--- config.mk ---
export PLATFORM = sky130hd
export DESIGN_NAME = i2c_xfer_buffer_flat
export DESIGN_NICKNAME = d
export VERILOG_FILES = /design/src/rtl/i2c_xfer_buffer_if.sv /design/src/rtl/i2c_xfer_buffer.sv /design/src/flat_wrapper.sv
export SDC_FILE = /design/constraint.sdc
export NUM_CORES = 1
export LEC_CHECK = 0
export BUFFER_PORTS_ARGS = -buffer_cell sky130_fd_sc_hd__buf_2
export CORE_AREA = 2 2 157 159
export CTS_CLUSTER_DIAMETER = 200
export DETAILED_ROUTE_END_ITERATION = 10
export DIE_AREA = 0 0 159 161
export PLACE_DENSITY_LB_ADDON = 0.05
export SYNTH_ARGS = -nofsm -noshare
export SYNTH_HDL_FRONTEND = slang
export SYNTH_SLANG_ARGS = --single-unit
--- constraint.sdc ---
create_clock -name i_clk -period 4.6 [get_ports i_clk]
set_clock_uncertainty 0.1 [all_clocks]
set_input_delay 0.92 -clock i_clk [delete_from_list [all_inputs] [get_ports i_clk]]
set_output_delay 0.92 -clock i_clk [all_outputs]
set_load 0.01 [all_outputs]
--- src/rtl/i2c_xfer_buffer_if.sv ---
// Host/master-facing signal bundle for i2c_xfer_buffer.
// The slave modport is the buffer's view. The master modport is the view of
// whoever drives the buffer: host logic, the i2c_master wrapper, or a bench.
//
// Handshake rules:
//  - A host push (i_tx_wr_en) or pop (i_rx_rd_en) takes effect on the rising
//    edge where it is high. o_tx_full and o_rx_empty tell the host whether it
//    will be accepted. A rejected push or pop is dropped silently.
//  - i_go is a single-cycle request. It is only looked at while the buffer is idle.
//  - i_m_rx_data_valid and i_m_done are single-cycle strobes. Each high cycle is one event.
//  - i_m_tx_data_needed is a level. Only its low-to-high transition is an event.
interface i2c_xfer_buffer_if #(
  parameter int FIFO_DEPTH = 16,
  parameter int ADDR_WIDTH = 10
);
  localparam int LW = $clog2(FIFO_DEPTH) + 1;

  // host TX side
  logic                  i_tx_wr_en;
  logic [7:0]            i_tx_wr_data;
  logic                  o_tx_full;
  logic [LW-1:0]         o_tx_level;
  // host RX side
  logic                  i_rx_rd_en;
  logic [7:0]            o_rx_rd_data;
  logic                  o_rx_empty;
  logic [LW-1:0]         o_rx_level;
  // host control/status
  logic                  i_go;
  logic [ADDR_WIDTH-1:0] i_slave_addr;
  logic                  i_read;
  logic [7:0]            i_byte_cnt;
  logic                  o_busy;
  logic                  o_done;
  logic                  o_err;
  // master side
  logic                  o_m_start;
  logic [ADDR_WIDTH-1:0] o_m_slave_addr;
  logic                  o_m_read;
  logic [7:0]            o_m_byte_cnt;
  logic [7:0]            o_m_tx_data;
  logic                  i_m_tx_data_needed;
  logic                  i_m_rx_data_valid;
  logic [7:0]            i_m_rx_data;
  logic                  i_m_done;
  logic                  i_m_nack;
  // FSM state for observation
  logic [2:0]            o_dbg_state;

  modport slave (
    input  i_tx_wr_en, i_tx_wr_data, i_rx_rd_en,
    input  i_go, i_slave_addr, i_read, i_byte_cnt,
    input  i_m_tx_data_needed, i_m_rx_data_valid, i_m_rx_data, i_m_done, i_m_nack,
    output o_tx_full, o_tx_level, o_rx_rd_data, o_rx_empty, o_rx_level,
    output o_busy, o_done, o_err,
    output o_m_start, o_m_slave_addr, o_m_read, o_m_byte_cnt, o_m_tx_data,
    output o_dbg_state
  );

  modport master (
    output i_tx_wr_en, i_tx_wr_data, i_rx_rd_en,
    output i_go, i_slave_addr, i_read, i_byte_cnt,
    output i_m_tx_data_needed, i_m_rx_data_valid, i_m_rx_data, i_m_done, i_m_nack,
    input  o_tx_full, o_tx_level, o_rx_rd_data, o_rx_empty, o_rx_level,
    input  o_busy, o_done, o_err,
    input  o_m_start, o_m_slave_addr, o_m_read, o_m_byte_cnt, o_m_tx_data,
    input  o_dbg_state
  );
endinterface

--- src/rtl/i2c_xfer_buffer.sv ---
// Host-side front end for i2c_master.
// Write bytes are buffered in a TX FIFO and read bytes in an RX FIFO.
// One master transaction is launched per accepted i_go. Per-byte data
// requests from the master are answered here, and completion/error is
// reported back to the host.
module i2c_xfer_buffer #(
  parameter int FIFO_DEPTH = 16,
  parameter int ADDR_WIDTH = 10
) (
  input  logic                  i_clk,
  input  logic                  i_rst,
  i2c_xfer_buffer_if.slave      bus
);
  localparam int AW = $clog2(FIFO_DEPTH);
  localparam int LW = AW + 1;

  typedef enum logic [2:0] {
    S_IDLE  = 3'd0,
    S_LOAD  = 3'd1,
    S_START = 3'd2,
    S_XFER  = 3'd3,
    S_DONE  = 3'd4
  } state_t;

  state_t state, state_next;

  // ---------------- TX FIFO ----------------
  logic [7:0]    tx_mem [FIFO_DEPTH];
  logic [AW-1:0] tx_wptr, tx_rptr;
  logic [LW-1:0] tx_cnt;
  logic          tx_full, tx_empty, tx_push, tx_pop, tx_pop_req;
  logic [7:0]    tx_head;

  assign tx_full  = (tx_cnt == LW'(FIFO_DEPTH));
  assign tx_empty = (tx_cnt == '0);
  assign tx_pop   = tx_pop_req && !tx_empty;
  // A pop in the same cycle frees a slot, so a push at full still fits.
  assign tx_push  = bus.i_tx_wr_en && (!tx_full || tx_pop);
  assign tx_head  = tx_mem[tx_rptr];

  // TX storage write; contents need no reset because the pointers gate them
  always_ff @(posedge i_clk) begin
    if (tx_push) tx_mem[tx_wptr] <= bus.i_tx_wr_data;
  end

  // TX pointers and occupancy
  always_ff @(posedge i_clk or posedge i_rst) begin
    if (i_rst) begin
      tx_wptr <= '0;
      tx_rptr <= '0;
      tx_cnt  <= '0;
    end else begin
      if (tx_push) tx_wptr <= tx_wptr + AW'(1);
      if (tx_pop)  tx_rptr <= tx_rptr + AW'(1);
      if (tx_push && !tx_pop)      tx_cnt <= tx_cnt + LW'(1);
      else if (tx_pop && !tx_push) tx_cnt <= tx_cnt - LW'(1);
    end
  end

  // ---------------- RX FIFO ----------------
  logic [7:0]    rx_mem [FIFO_DEPTH];
  logic [AW-1:0] rx_wptr, rx_rptr;
  logic [LW-1:0] rx_cnt;
  logic          rx_full, rx_empty, rx_push, rx_pop, rx_push_req;
  logic [7:0]    rx_last;

  assign rx_full  = (rx_cnt == LW'(FIFO_DEPTH));
  assign rx_empty = (rx_cnt == '0);
  assign rx_pop   = bus.i_rx_rd_en && !rx_empty;
  assign rx_push  = rx_push_req && (!rx_full || rx_pop);

  // RX storage write
  always_ff @(posedge i_clk) begin
    if (rx_push) rx_mem[rx_wptr] <= bus.i_m_rx_data;
  end

  // RX pointers, occupancy, and the last popped byte (shown while empty)
  always_ff @(posedge i_clk or posedge i_rst) begin
    if (i_rst) begin
      rx_wptr <= '0;
      rx_rptr <= '0;
      rx_cnt  <= '0;
      rx_last <= '0;
    end else begin
      if (rx_push) rx_wptr <= rx_wptr + AW'(1);
      if (rx_pop) begin
        rx_rptr <= rx_rptr + AW'(1);
        rx_last <= rx_mem[rx_rptr];
      end
      if (rx_push && !rx_pop)      rx_cnt <= rx_cnt + LW'(1);
      else if (rx_pop && !rx_push) rx_cnt <= rx_cnt - LW'(1);
    end
  end

  // ---------------- transaction control ----------------
  logic [ADDR_WIDTH-1:0] m_addr;
  logic                  m_read;
  logic [7:0]            m_cnt;
  logic [7:0]            m_tx_data;
  logic [7:0]            remaining;
  logic                  mismatch, nack_q, err_rej, needed_q;
  logic                  needed_rise, bad_req;
  logic                  accept, reject, load_byte, zero_byte, dec, set_mm, finish;

  assign needed_rise = bus.i_m_tx_data_needed && !needed_q;

  assign bad_req = (bus.i_byte_cnt == 8'd0) ||
                   (!bus.i_read && (32'(tx_cnt) < 32'(bus.i_byte_cnt))) ||
                   (bus.i_read &&
                    ((32'(FIFO_DEPTH) - 32'(rx_cnt)) < 32'(bus.i_byte_cnt)));

  // FSM state register
  always_ff @(posedge i_clk or posedge i_rst) begin
    if (i_rst) state <= S_IDLE;
    else       state <= state_next;
  end

  // Next state and per-cycle control strobes
  always_comb begin
    state_next  = state;
    tx_pop_req  = 1'b0;
    rx_push_req = 1'b0;
    accept      = 1'b0;
    reject      = 1'b0;
    load_byte   = 1'b0;
    zero_byte   = 1'b0;
    dec         = 1'b0;
    set_mm      = 1'b0;
    finish      = 1'b0;
    case (state)
      S_IDLE: begin
        if (bus.i_go) begin
          if (bad_req) begin
            reject = 1'b1;
          end else begin
            accept     = 1'b1;
            state_next = S_LOAD;
          end
        end
      end
      S_LOAD: begin
        // Prefetch byte 0 so it is already on o_m_tx_data at start.
        if (!m_read && remaining != 8'd0) begin
          tx_pop_req = 1'b1;
          load_byte  = 1'b1;
          dec        = 1'b1;
        end
        state_next = S_START;
      end
      S_START: begin
        state_next = S_XFER;
      end
      S_XFER: begin
        if (!m_read && needed_rise) begin
          if (remaining != 8'd0) begin
            tx_pop_req = 1'b1;
            load_byte  = 1'b1;
            dec        = 1'b1;
          end else begin
            zero_byte = 1'b1;
            set_mm    = 1'b1;
          end
        end
        if (m_read && bus.i_m_rx_data_valid) begin
          rx_push_req = 1'b1;
          if (remaining != 8'd0) dec    = 1'b1;
          else                   set_mm = 1'b1;
        end
        // A request/strobe in the same cycle as i_m_done counts first.
        if (bus.i_m_done) begin
          finish     = 1'b1;
          state_next = S_DONE;
          if ((remaining - {7'd0, dec}) != 8'd0) set_mm = 1'b1;
        end
      end
      S_DONE: begin
        state_next = S_IDLE;
      end
      default: begin
        state_next = S_IDLE;
      end
    endcase
  end

  // Transaction datapath: latched request, byte counter, status flags
  always_ff @(posedge i_clk or posedge i_rst) begin
    if (i_rst) begin
      m_addr    <= '0;
      m_read    <= 1'b0;
      m_cnt     <= '0;
      m_tx_data <= '0;
      remaining <= '0;
      mismatch  <= 1'b0;
      nack_q    <= 1'b0;
      err_rej   <= 1'b0;
      needed_q  <= 1'b0;
    end else begin
      needed_q <= bus.i_m_tx_data_needed;
      err_rej  <= reject;
      if (accept) begin
        m_addr    <= bus.i_slave_addr;
        m_read    <= bus.i_read;
        m_cnt     <= bus.i_byte_cnt;
        remaining <= bus.i_byte_cnt;
      end else if (dec) begin
        remaining <= remaining - 8'd1;
      end
      if (load_byte)      m_tx_data <= tx_head;
      else if (zero_byte) m_tx_data <= 8'h00;
      if (finish)              nack_q <= bus.i_m_nack;
      else if (state == S_DONE) nack_q <= 1'b0;
      if (set_mm)              mismatch <= 1'b1;
      else if (state == S_DONE) mismatch <= 1'b0;
    end
  end

  // ---------------- outputs ----------------
  assign bus.o_tx_full      = tx_full;
  assign bus.o_tx_level     = tx_cnt;
  assign bus.o_rx_empty     = rx_empty;
  assign bus.o_rx_level     = rx_cnt;
  assign bus.o_rx_rd_data   = rx_empty ? rx_last : rx_mem[rx_rptr];
  assign bus.o_busy         = (state != S_IDLE);
  assign bus.o_done         = (state == S_DONE);
  assign bus.o_err          = err_rej || ((state == S_DONE) && (nack_q || mismatch));
  assign bus.o_m_start      = (state == S_START);
  assign bus.o_m_slave_addr = m_addr;
  assign bus.o_m_read       = m_read;
  assign bus.o_m_byte_cnt   = m_cnt;
  assign bus.o_m_tx_data    = m_tx_data;
  assign bus.o_dbg_state    = state;
endmodule
--- src/flat_wrapper.sv ---
// flat-port wrapper written by rule: the top's interface ports become plain ports
module i2c_xfer_buffer_flat 
#(
  parameter int FIFO_DEPTH = 16,
  parameter int ADDR_WIDTH = 10
)
  (i_clk, i_rst, bus_i_tx_wr_en, bus_i_tx_wr_data, bus_i_rx_rd_en, bus_i_go, bus_i_slave_addr, bus_i_read, bus_i_byte_cnt, bus_i_m_tx_data_needed, bus_i_m_rx_data_valid, bus_i_m_rx_data, bus_i_m_done, bus_i_m_nack, bus_o_tx_full, bus_o_tx_level, bus_o_rx_rd_data, bus_o_rx_empty, bus_o_rx_level, bus_o_busy, bus_o_done, bus_o_err, bus_o_m_start, bus_o_m_slave_addr, bus_o_m_read, bus_o_m_byte_cnt, bus_o_m_tx_data, bus_o_dbg_state);
  i2c_xfer_buffer_if #(.FIFO_DEPTH(FIFO_DEPTH), .ADDR_WIDTH(ADDR_WIDTH)) bus_i ();
  input  logic i_clk;
  input  logic i_rst;
  input wire logic [$bits(bus_i.i_tx_wr_en)-1:0] bus_i_tx_wr_en;
  input wire logic [$bits(bus_i.i_tx_wr_data)-1:0] bus_i_tx_wr_data;
  input wire logic [$bits(bus_i.i_rx_rd_en)-1:0] bus_i_rx_rd_en;
  input wire logic [$bits(bus_i.i_go)-1:0] bus_i_go;
  input wire logic [$bits(bus_i.i_slave_addr)-1:0] bus_i_slave_addr;
  input wire logic [$bits(bus_i.i_read)-1:0] bus_i_read;
  input wire logic [$bits(bus_i.i_byte_cnt)-1:0] bus_i_byte_cnt;
  input wire logic [$bits(bus_i.i_m_tx_data_needed)-1:0] bus_i_m_tx_data_needed;
  input wire logic [$bits(bus_i.i_m_rx_data_valid)-1:0] bus_i_m_rx_data_valid;
  input wire logic [$bits(bus_i.i_m_rx_data)-1:0] bus_i_m_rx_data;
  input wire logic [$bits(bus_i.i_m_done)-1:0] bus_i_m_done;
  input wire logic [$bits(bus_i.i_m_nack)-1:0] bus_i_m_nack;
  output wire logic [$bits(bus_i.o_tx_full)-1:0] bus_o_tx_full;
  output wire logic [$bits(bus_i.o_tx_level)-1:0] bus_o_tx_level;
  output wire logic [$bits(bus_i.o_rx_rd_data)-1:0] bus_o_rx_rd_data;
  output wire logic [$bits(bus_i.o_rx_empty)-1:0] bus_o_rx_empty;
  output wire logic [$bits(bus_i.o_rx_level)-1:0] bus_o_rx_level;
  output wire logic [$bits(bus_i.o_busy)-1:0] bus_o_busy;
  output wire logic [$bits(bus_i.o_done)-1:0] bus_o_done;
  output wire logic [$bits(bus_i.o_err)-1:0] bus_o_err;
  output wire logic [$bits(bus_i.o_m_start)-1:0] bus_o_m_start;
  output wire logic [$bits(bus_i.o_m_slave_addr)-1:0] bus_o_m_slave_addr;
  output wire logic [$bits(bus_i.o_m_read)-1:0] bus_o_m_read;
  output wire logic [$bits(bus_i.o_m_byte_cnt)-1:0] bus_o_m_byte_cnt;
  output wire logic [$bits(bus_i.o_m_tx_data)-1:0] bus_o_m_tx_data;
  output wire logic [$bits(bus_i.o_dbg_state)-1:0] bus_o_dbg_state;
  assign bus_i.i_tx_wr_en = bus_i_tx_wr_en;
  assign bus_i.i_tx_wr_data = bus_i_tx_wr_data;
  assign bus_i.i_rx_rd_en = bus_i_rx_rd_en;
  assign bus_i.i_go = bus_i_go;
  assign bus_i.i_slave_addr = bus_i_slave_addr;
  assign bus_i.i_read = bus_i_read;
  assign bus_i.i_byte_cnt = bus_i_byte_cnt;
  assign bus_i.i_m_tx_data_needed = bus_i_m_tx_data_needed;
  assign bus_i.i_m_rx_data_valid = bus_i_m_rx_data_valid;
  assign bus_i.i_m_rx_data = bus_i_m_rx_data;
  assign bus_i.i_m_done = bus_i_m_done;
  assign bus_i.i_m_nack = bus_i_m_nack;
  assign bus_o_tx_full = bus_i.o_tx_full;
  assign bus_o_tx_level = bus_i.o_tx_level;
  assign bus_o_rx_rd_data = bus_i.o_rx_rd_data;
  assign bus_o_rx_empty = bus_i.o_rx_empty;
  assign bus_o_rx_level = bus_i.o_rx_level;
  assign bus_o_busy = bus_i.o_busy;
  assign bus_o_done = bus_i.o_done;
  assign bus_o_err = bus_i.o_err;
  assign bus_o_m_start = bus_i.o_m_start;
  assign bus_o_m_slave_addr = bus_i.o_m_slave_addr;
  assign bus_o_m_read = bus_i.o_m_read;
  assign bus_o_m_byte_cnt = bus_i.o_m_byte_cnt;
  assign bus_o_m_tx_data = bus_i.o_m_tx_data;
  assign bus_o_dbg_state = bus_i.o_dbg_state;
  i2c_xfer_buffer #(.FIFO_DEPTH(FIFO_DEPTH), .ADDR_WIDTH(ADDR_WIDTH)) u_core (.i_clk(i_clk), .i_rst(i_rst), .bus(bus_i));
endmodule
After elaboration in Yosys (flattened, before gate mapping)
Memories as Yosys holds them, arrays and structs flattened.
Cells that the tools add are included.
- logic and storage cells: 133
- RAM bits: 256
- output and inout bits: 54
- memories kept: 2
- bits in registers: 76
- memory list (name ; words ; width ; read ports ; clocked after Yosys merged registers in ; wr ports ; RTL line ; text):
    u_core.rx_mem ; 16 ; 8 ; 1 ; 0 ; 1 ; i2c_xfer_buffer.sv:61 ; logic [7:0] rx_mem [FIFO_DEPTH];
    u_core.tx_mem ; 16 ; 8 ; 1 ; 0 ; 1 ; i2c_xfer_buffer.sv:28 ; logic [7:0] tx_mem [FIFO_DEPTH];
- mux-type cells: 46
- magnitude comparators: 2
- reductions and logical operators: 46
- add/sub/neg operators: 11
- equal/unequal tests: 9
- operators by type and width (operator ; number):
    $mux W8 ; 5
    $lt A32 B8 Y1 ; 1
    $mux W1 ; 31
    $mux W5 ; 4
    $add A4 B1 Y4 const B ; 4
    $reduce_bool A8 Y1 ; 2
    $logic_and A1 B1 Y1 ; 15
    $pmux W3 S4 ; 1
    $reduce_bool A2 Y1 ; 6
    $logic_not A1 Y1 ; 11
    $add A5 B1 Y5 const B ; 2
    $eq A5 B5 Y1 const B ; 2
    $logic_not A5 Y1 ; 2
    $sub A5 B1 Y5 const B ; 2
    $mux W3 ; 3
    $logic_not A8 Y1 ; 1
    $lt A5 B8 Y1 ; 1
    $sub A8 B1 Y8 ; 1
    $sub A8 B1 Y8 const B ; 1
    $eq A3 B2 Y1 const B ; 2
    $logic_or A1 B1 Y1 ; 6
    $ne A2 B2 Y1 const B ; 3
    $sub A5 B5 Y6 const A ; 1
    $pmux W1 S2 ; 2
    other kinds (5) ; 5

Longest topological paths before layout
Gate-level depths: netlist (run 1).
- word-level depth: 13
- mapped depth: 16
- mapped depth without buffers: 15

Worst setup path before layout (run 1)
OpenSTA, ideal clock, no wires.
- path kind: flip-flop to flip-flop
- start point: register u_core.rx_cnt[0] (netlist: u_core.bus.o_rx_level[0])
- end point: register u_core.rx_cnt[4] (netlist: u_core.bus.o_rx_level[4])
- data arrival time: 3.423 ns
- data required time: 4.377 ns
- cell stages (with the launch flop): 17
- path slack: 0.955 ns
- period minus slack after synthesis: 3.645 ns
- setup time: 0.123 ns
- cell sequence: dfrtp_1 inv_1 ha_1 nor3b_1 ha_1 nor2b_1 inv_1 clkbuf_1 buf_1 ha_1 inv_1 fa_1 a21o_1 a21oi_1 xnor2_1 nor2_1 xnor2_1
- word-level cells in the longest chain between the ends: 8
- elaborated cells on any way between the ends: 16
- RTL lines (element ; RTL line ; text):
    start, declared ; i2c_xfer_buffer.sv:63 ; logic [LW-1:0] rx_cnt;
    start signal, assigned ; i2c_xfer_buffer.sv:90 ; if (rx_push && !rx_pop) rx_cnt <= rx_cnt + LW'(1);
    start signal, assigned ; i2c_xfer_buffer.sv:91 ; else if (rx_pop && !rx_push) rx_cnt <= rx_cnt - LW'(1);
    $logic_not A5 Y1 * ; i2c_xfer_buffer.sv:68 ; assign rx_empty = (rx_cnt == '0);
    named net bus_o_rx_empty ; flat_wrapper.sv:26 ; output wire logic [$bits(bus_i.o_rx_empty)-1:0] bus_o_rx_empty;
    $logic_not A1 Y1 * ; i2c_xfer_buffer.sv:69 ; assign rx_pop = bus.i_rx_rd_en && !rx_empty;
    $logic_and A1 B1 Y1 * ; i2c_xfer_buffer.sv:69 ;
    $logic_or A1 B1 Y1 ; i2c_xfer_buffer.sv:70 ; assign rx_push = rx_push_req && (!rx_full || rx_pop);
    $logic_and A1 B1 Y1 ; i2c_xfer_buffer.sv:70 ;
    $logic_not A1 Y1 ; i2c_xfer_buffer.sv:91 ;
    $logic_and A1 B1 Y1 ; i2c_xfer_buffer.sv:91 ;
    $reduce_bool A2 Y1 (no line) ; - ;
Mark *: on every way through the listed nets, which the timed path passes. The rest lies on a longest branch. The select of a mux whose other input is x is not followed.
A chain may end at the register's enable or synchronous reset.

Worst setup path in the final report (run 1)
- start point: register u_core.rx_rptr[0]
- end point: output bus_o_rx_rd_data[7]
- word-level cells in the longest chain between the ends: 2
- RTL lines (element ; RTL line ; text):
    start, declared ; i2c_xfer_buffer.sv:62 ; logic [AW-1:0] rx_wptr, rx_rptr;
    start signal, assigned ; i2c_xfer_buffer.sv:87 ; rx_rptr <= rx_rptr + AW'(1);
    $mem_v2 Z16 W8 ; - ;
    $mux W8 ; i2c_xfer_buffer.sv:222 ; assign bus.o_rx_rd_data = rx_empty ? rx_last : rx_mem[rx_rptr];
    end, declared ; flat_wrapper.sv:25 ; output wire logic [$bits(bus_i.o_rx_rd_data)-1:0] bus_o_rx_rd_data;
Every way passes these cells.

==> out/metrics.cfg, run 1 <==
[yosys]
synth_area_mm2 = 0.0141
synth-edff-count = 256
ys_async_sr_fraction_pct = 22.9
yosys.area_share.adder_pct = 3.31
avgSynthCellArea_um2 = 17.1
synthMuxAreaShare_pct = 14.7
synth_warnings = 0
synth-compound-area-share_pct = 4.43
synthCells = 822
syn_nets = 902
ys_types = 54
synth-simple-area-share_pct = 5.41
yosysSeqAreaShare_pct = 68.1
synth_top_family_by_area = multiplexers
synthXorXnorAreaFrac_pct = 1.87
synth_ff_type = edfxtp_1
ys_ff_latch = 332

[final_layout]
stdcell_area_mm2 = 0.0161
num-nets-final = 1017
area_growth_pct = 14.4
fillers = 1661
insertedDiodeCount = 0
final_layout_size_suffix_gt1_share_pct = 27.2

[die]
die_height_um = 161
coreArea_mm2 = 0.0240
die-area_mm2 = 0.0256
std_cell_rows = 57
ioPinCount = 98
die_w_um = 159
start_util_pct = 58.7

[critical_path]
reg2reg_depth = 16
cp.arrival_ns = 3.04
critPathTopFamily = flip-flops
required_ns = 3.58
r2r_start = u_core.remaining[0]
cpPeakStageDelay_ns = 0.88
endpoint_kind = output port
worst-r2r-setup-slack_ns = 0.66
crit_type = flip-flop to output port
r2r-end = u_core.bus.o_tx_level[4]
path_buf_inv = 2
crit_chain = buf_4 -> mux4_2 -> mux2_2 -> a21oi_1 -> o21ai_0 -> buf_2
crit_slowest_cell = dfrtp_2
critPathMaxFanout = 24
critPathLaunchType = flip-flop

[clock_tree]
clk_latency_ns = 0.53
holdBufCountCts = 0
cts_root_buf = clkbuf_16
cts_tree = yes
cts.clk_slew.worst_paths_ns = 0.06
post_cts_buffers = 0
cts.sinks = 332
numCtsBuffers = 35
cts_resized = 0
cts.path.max_buffers = 3
h-tree-depth = 2

[timing]
setup_viol = 0
finalCritPeriodShare_pct = 88.3
drv_slew = 0
maxSlewHeadroom_pct = 23.0
worst_pin_slew_ns = 1.15
rsz0062_at_grt = false
hold_viol = 0
finalSetupTns_ns = 0
min_period_ns = 4.06
fmax_mhz = 246

[placed_design]
post_dp_cell_area_mm2 = 0.0149
gp_congestion = 0.809
dp_hpwl_um = 19000
port_buffers = 97

[pwr]
power.density_mw_per_mm2 = 639
leakagePower_nw = 5.92
vdd_ir_drop_max_v = 0.000310

[drt]
post_drt_via_cell_ratio = 5.83
route.detailed.drc = 0
first_pass_iters = 5
drt-total-wl_um = 28500
drtIter0Drc = 712
ant_nets = 0
wire_per_inst_um = 22.1
vias = 7509

[status]
status = finished clean

[flow_run]
cap_violations = 0

[global_routing]
antenna_found_initial = 1
grt_max_degree = 53
grt_pass1_vias = 8058
grt_overflow = 0
grt_pass1_wl_um = 45300
grt_usage_pct = 23.1

[worst_hold_path]
min_to = u_core.bus.o_m_slave_addr[1]
hp-class = flip-flop to flip-flop
holdPathStages = 1
hold_start = u_core.bus.o_m_slave_addr[1]

worst register-to-register path, cell delays in order, from the launching register on:
cell and delay (ns):
dfrtp_1 0.41, inv_1 0.10, ha_1 0.16, nor3b_1 0.40
and2_1 0.26, nor2_1 0.06, buf_4 0.17, o21ai_1 0.40
inv_1 0.33, ha_1 0.30, inv_1 0.14, ha_1 0.30
a21o_1 0.19, a21oi_1 0.16, xnor2_1 0.13, nor2_1 0.07
xnor2_1 0.13
report_power, final:
part	internal, W	switching [W]	leakage (nW)	total, W
clock	0.00166	0.00114	0.559	0.00281
sequential	0.00369	0.000661	3.23	0.00435
combinational	0.00158	0.00155	2.13	0.00313
total	0.00694	0.00335	5.92	0.0103
flip-flops by register name, indices dropped and copies added, names as in the netlist, 3 cells and up:
signal / flops
u_core.rx_mem: 128
u_core.tx_mem: 128
u_core.bus.o_m_slave_addr: 10
u_core.bus.o_m_byte_cnt: 8
u_core.bus.o_m_tx_data: 8
u_core.remaining: 8
u_core.rx_last: 8
u_core.bus.o_rx_level: 5
u_core.bus.o_tx_level: 5
u_core.rx_rptr: 4
u_core.rx_wptr: 4
u_core.tx_rptr: 4
u_core.tx_wptr: 4
u_core.bus.o_dbg_state: 3
kinds of logic after synthesis:
group                      count (synthesis)
DFF                                      332
xor gates and xnor gates                  30
adders and majority gates                 36
AOI/OAI and AO/OA                         90
buffers and inverters                     73
and+or+nand+nor                          139
muxes                                    122
area by class of cell:
| type | instances | area [µm²] | share of cell area (%) |
|---|---|---|---|
| Clock buffer | 45 | 923 | 5.73 |
| Multi-Input combinational cell | 417 | 4190 | 26.0 |
| Inverter | 36 | 136 | 0.847 |
| Tap cell | 324 | 405 | 2.52 |
| Sequential cell | 332 | 9590 | 59.6 |
| Clock inverter | 18 | 233 | 1.45 |
| Timing Repair Buffer | 115 | 621 | 3.85 |
worst max-delay path by stage:
stage | cells after the start | start | endpoint
after floorplan | 16 | u_core.bus.o_rx_level[0] | u_core.bus.o_rx_level[4]
after global placement | 15 | bus_i_m_tx_data_needed | u_core.bus.o_tx_level[4]
after detailed placement | 15 | bus_i_m_tx_data_needed | u_core.bus.o_tx_level[4]
after CTS | 6 | u_core.rx_rptr[0] | bus_o_rx_rd_data[0]
after global routing | 6 | u_core.rx_rptr[0] | bus_o_rx_rd_data[4]
final | 6 | u_core.rx_rptr[0] | bus_o_rx_rd_data[7]
synth_stat cells, drive strengths merged, types with 15 or more instances:
cell	number	area (µm²)
edfxtp	256	7690
dfrtp	76	1900
mux4	64	1440
nand2	39	146
inv	36	135
mux2	35	394
ha	34	425
nor2	25	93.8
o21ai	25	125
xnor2	25	219
mux2i	23	230
a21oi	22	110
clkbuf	22	82.6
buf	15	88.8
layout by cell type (no fill, tap or decap), drive strengths merged, types with 10 or more instances in the layout:
master  Yosys  routed
ha         34      34
a21oi      22      22
mux2i      23      23
mux2       35      35
o21ai      25      25
nor2b      11      11
clkbuf     22      45
inv        36      36
dfrtp      76      76
clkinv      0      12
nand2      39      39
and2       10      10
mux4       64      64
nor2       25      25
a211oi     11      11
xnor2      25      25
buf        15     115
edfxtp    256     256
layer usage:
layer	vias up	routed length (µm)	global-route usage, %
met5	-	14	0
met4	2	403	5.04
met3	38	1560	3.88
met2	211	14100	38.6
met1	3825	12400	32.7
li1	3433	-	-
metrics by stage:
stage / instances / hold WS (ns) / setup WS, ns / util [%] / power [W]
global route: 1287 / 0.405 / 0.320 / 67.2 / 0.0109
finish: 1287 / 0.376 / 0.539 / 67.2 / 0.0103
CTS: 1287 / 0.382 / 0.456 / 67.2 / 0.0104
detailed placement: 1224 / 0.369 / 0.682 / 62.4 / 0.00755
floorplan: 822 / 0.350 / 0.955 / - / 0.00647
global placement: 1224 / 0.361 / 0.779 / 62.4 / 0.00742
(Power assumes the default switching activity.)
==> inputs of run 2 (changes only) <==
Settings changed: CORE_AREA 2 2 157 159 to 2 2 196 198, DIE_AREA 0 0 159 161 to 0 0 198 200.
==> run 2 against run 1 <==
Compared with the run above:
- setup slack lost 0.027 ns
- non-clock buffer count up 1
- total power grew 1.2%
- die area up 55%
- register-to-register slack better by 0.10 ns
- worst hold slack improved by 0.0025 ns
- core utilization fell by 23 points
- sequential cell count stayed put
- final cell count increased by 15%
- first-iteration DRC count down 42%
- combinational power grew 4%
- critical path type unchanged
==> out/metrics.cfg, run 2 (synthesized netlist as in run 1, its figures left out) <==
[clock_tree]
holdBufCountCts = 0  ; unchanged
post_cts_buffers = 0  ; unchanged
h-tree-depth = 2  ; unchanged
numCtsBuffers = 39  ; +11%
cts.sinks = 332  ; unchanged
cts_tree = yes
cts.clk_slew.worst_paths_ns = 0.05  ; about the same
cts_resized = 0  ; unchanged
cts.path.max_buffers = 3  ; unchanged
cts_root_buf = clkbuf_16
clk_latency_ns = 0.54  ; about the same

[global_routing]
grt_overflow = 0  ; unchanged
grt_usage_pct = 16.7  ; -6.4 points
use_met2_pct = 30.2  ; -8.4 points
grt_max_degree = 54  ; +1.9%
grtUsageMet1_pct = 20.6  ; -12 points
grt_pass1_vias = 7913  ; -1.8%
grt_pass1_wl_um = 48600  ; +7.2%
top_usage_layer = met2
antenna_found_initial = 0  ; -1
use_met3_pct = 2.57  ; -1.3 points

[timing]
hold_viol = 0  ; unchanged
worst_pin_slew_ns = 0.995  ; -0.160 ns
fmax_mhz = 245  ; -0.67%
setup_viol = 0  ; unchanged
layout_setup_ws_ns = 0.512  ; -0.0274 ns
drv_slew = 0  ; unchanged
maxSlewHeadroom_pct = 33.7  ; +11 points
finalCritPeriodShare_pct = 88.9  ; +0.60 points
finalSetupTns_ns = 0  ; unchanged
rsz0062_at_grt = false
min_period_ns = 4.09  ; +0.0274 ns
hold_ws_ns = 0.378  ; +0.00255 ns

[die]
start_util_pct = 37.6  ; -21 points
std_cell_rows = 71  ; +25%
die-area_mm2 = 0.0396  ; +55%
die_w_um = 198  ; +25%
die_height_um = 200  ; +24%
coreArea_mm2 = 0.0374  ; +56%
ioPinCount = 98  ; unchanged

[placed_design]
port_buffers = 97  ; unchanged
dp_hpwl_um = 21700  ; +15%
gp_congestion = 0.772  ; -4.6%
post_dp_cell_area_mm2 = 0.0152  ; +1.7%
dp_slack_ns = 0.734  ; +0.0520 ns

[pwr]
switching_share_pct = 32.7  ; +0.070 points
power.density_mw_per_mm2 = 636  ; -0.53%
seq_power_share_pct = 41.3  ; -1.0 points
combPwrFrac_pct = 31.1  ; +0.7 points
pwr-share-clk_pct = 27.6  ; +0.3 points
power.internal_w = 0.00701  ; +1.1%
vdd_ir_drop_max_v = 0.000279  ; -10%
switchingPower_w = 0.00340  ; +1.5%
leakagePower_nw = 5.95  ; +0.61%

[critical_path]
crit_type = flip-flop to output port
critPathLaunchType = flip-flop
critPathMaxFanout = 23  ; -4.2%
cp.arrival_ns = 3.07  ; +0.03 ns
endpoint_kind = output port
required_ns = 3.58  ; about the same

[flow_run]
cap_violations = 0  ; unchanged

[drt]
ant_nets = 0  ; unchanged
wire_per_inst_um = 21.7  ; -2.0%
drt-total-wl_um = 32100  ; +13%
first_pass_iters = 4  ; -1
vias = 7406  ; -1.4%
route.detailed.drc = 0  ; unchanged
drtIter0Drc = 412  ; -42%
post_drt_via_cell_ratio = 5.01  ; -14%

[final_layout]
stdcell_area_mm2 = 0.0164  ; +1.8%
num-nets-final = 1022  ; +0.49%
final_layout_size_suffix_gt1_share_pct = 27.0  ; -0.24 points
layout_common_cells = edfxtp_1, buf_2, dfrtp_1
final_common_cell = edfxtp_1
area_growth_pct = 16.4
utilization_pct = 43.8  ; -23 points
insertedDiodeCount = 0  ; unchanged

[status]
status = finished clean

[worst_hold_path]
hp-class = flip-flop to flip-flop

## run 2: cell types whose count changed in the layout (fill, tap and decap cells not counted), sizes merged
cell | previous run | this run
buf | 115 | 116
bufinv | 4 | 2
clkinv | 12 | 16
clkbuf | 45 | 49
clkinvlp | 2 | 0
## run 2: power by group through the flow
| stage | sequential [W] | combinational (W) | clock, W |
|---|---|---|---|
| detailed placement | 0.00436 | 0.00333 | 0 |
| CTS | 0.00431 | 0.00334 | 0.00297 |
| floorplan | 0.00408 | 0.00239 | 0 |
| global placement | 0.00434 | 0.00328 | 0 |
| finish | 0.00430 | 0.00324 | 0.00288 |
| global route | 0.00439 | 0.00358 | 0.00309 |
## run 2: worst paths after layout
| path | start | to | slack, ns | cells past startpoint |
|---|---|---|---|---|
| setup / recovery | u_core.rx_rptr[0] | bus_o_rx_rd_data[6] | 0.51 | 7 |
| hold / removal | u_core.rx_last[5] | u_core.rx_last[5] | 0.38 | 2 |
| setup reg to reg | u_core.bus.o_rx_level[0] | u_core.bus.o_rx_level[4] | 0.76 | 15 |
| hold reg to reg | u_core.rx_last[5] | u_core.rx_last[5] | 0.38 | 2 |
| max in group asynchronous | i_rst | u_core.rx_rptr[0] | 3.02 | 3 |
| min in group asynchronous | i_rst | u_core.bus.o_m_byte_cnt[2] | 0.48 | 2 |
## run 2: cell type report
type                            count  area (µm²)
Clock buffer                       49        1060
Clock inverter                     18         133
Fill cell                        3307       21000
Inverter                           36         136
Multi-Input combinational cell    417        4190
Sequential cell                   332        9590
Tap cell                          511         639
Timing Repair Buffer              116         641
## run 2: critical path: stages, from the launching register on
cell and delay (ns):
dfrtp_2 0.66, buf_12 0.29, mux4_2 0.54, mux2i_1 0.32, nor2_1 0.07, a21oi_1 0.29, o21ai_0 0.17, buf_2 0.18
## run 2: routing by layer
layer,vias to the layer above,wire length [µm]
met5,-,0
li1,3438,-
met3,47,1090
met1,3797,13200
met2,124,17100
met4,0,716
## run 2: metrics by stage
| stage | std cells | power, W |
|---|---|---|
| 3_3_place_gp | 1412 | 0.00762 |
| 2_1_floorplan | 822 | 0.00647 |
| 4_1_cts | 1479 | 0.0106 |
| 3_5_place_dp | 1412 | 0.00769 |
| 5_1_grt | 1479 | 0.0111 |
| 6_report | 1479 | 0.0104 |
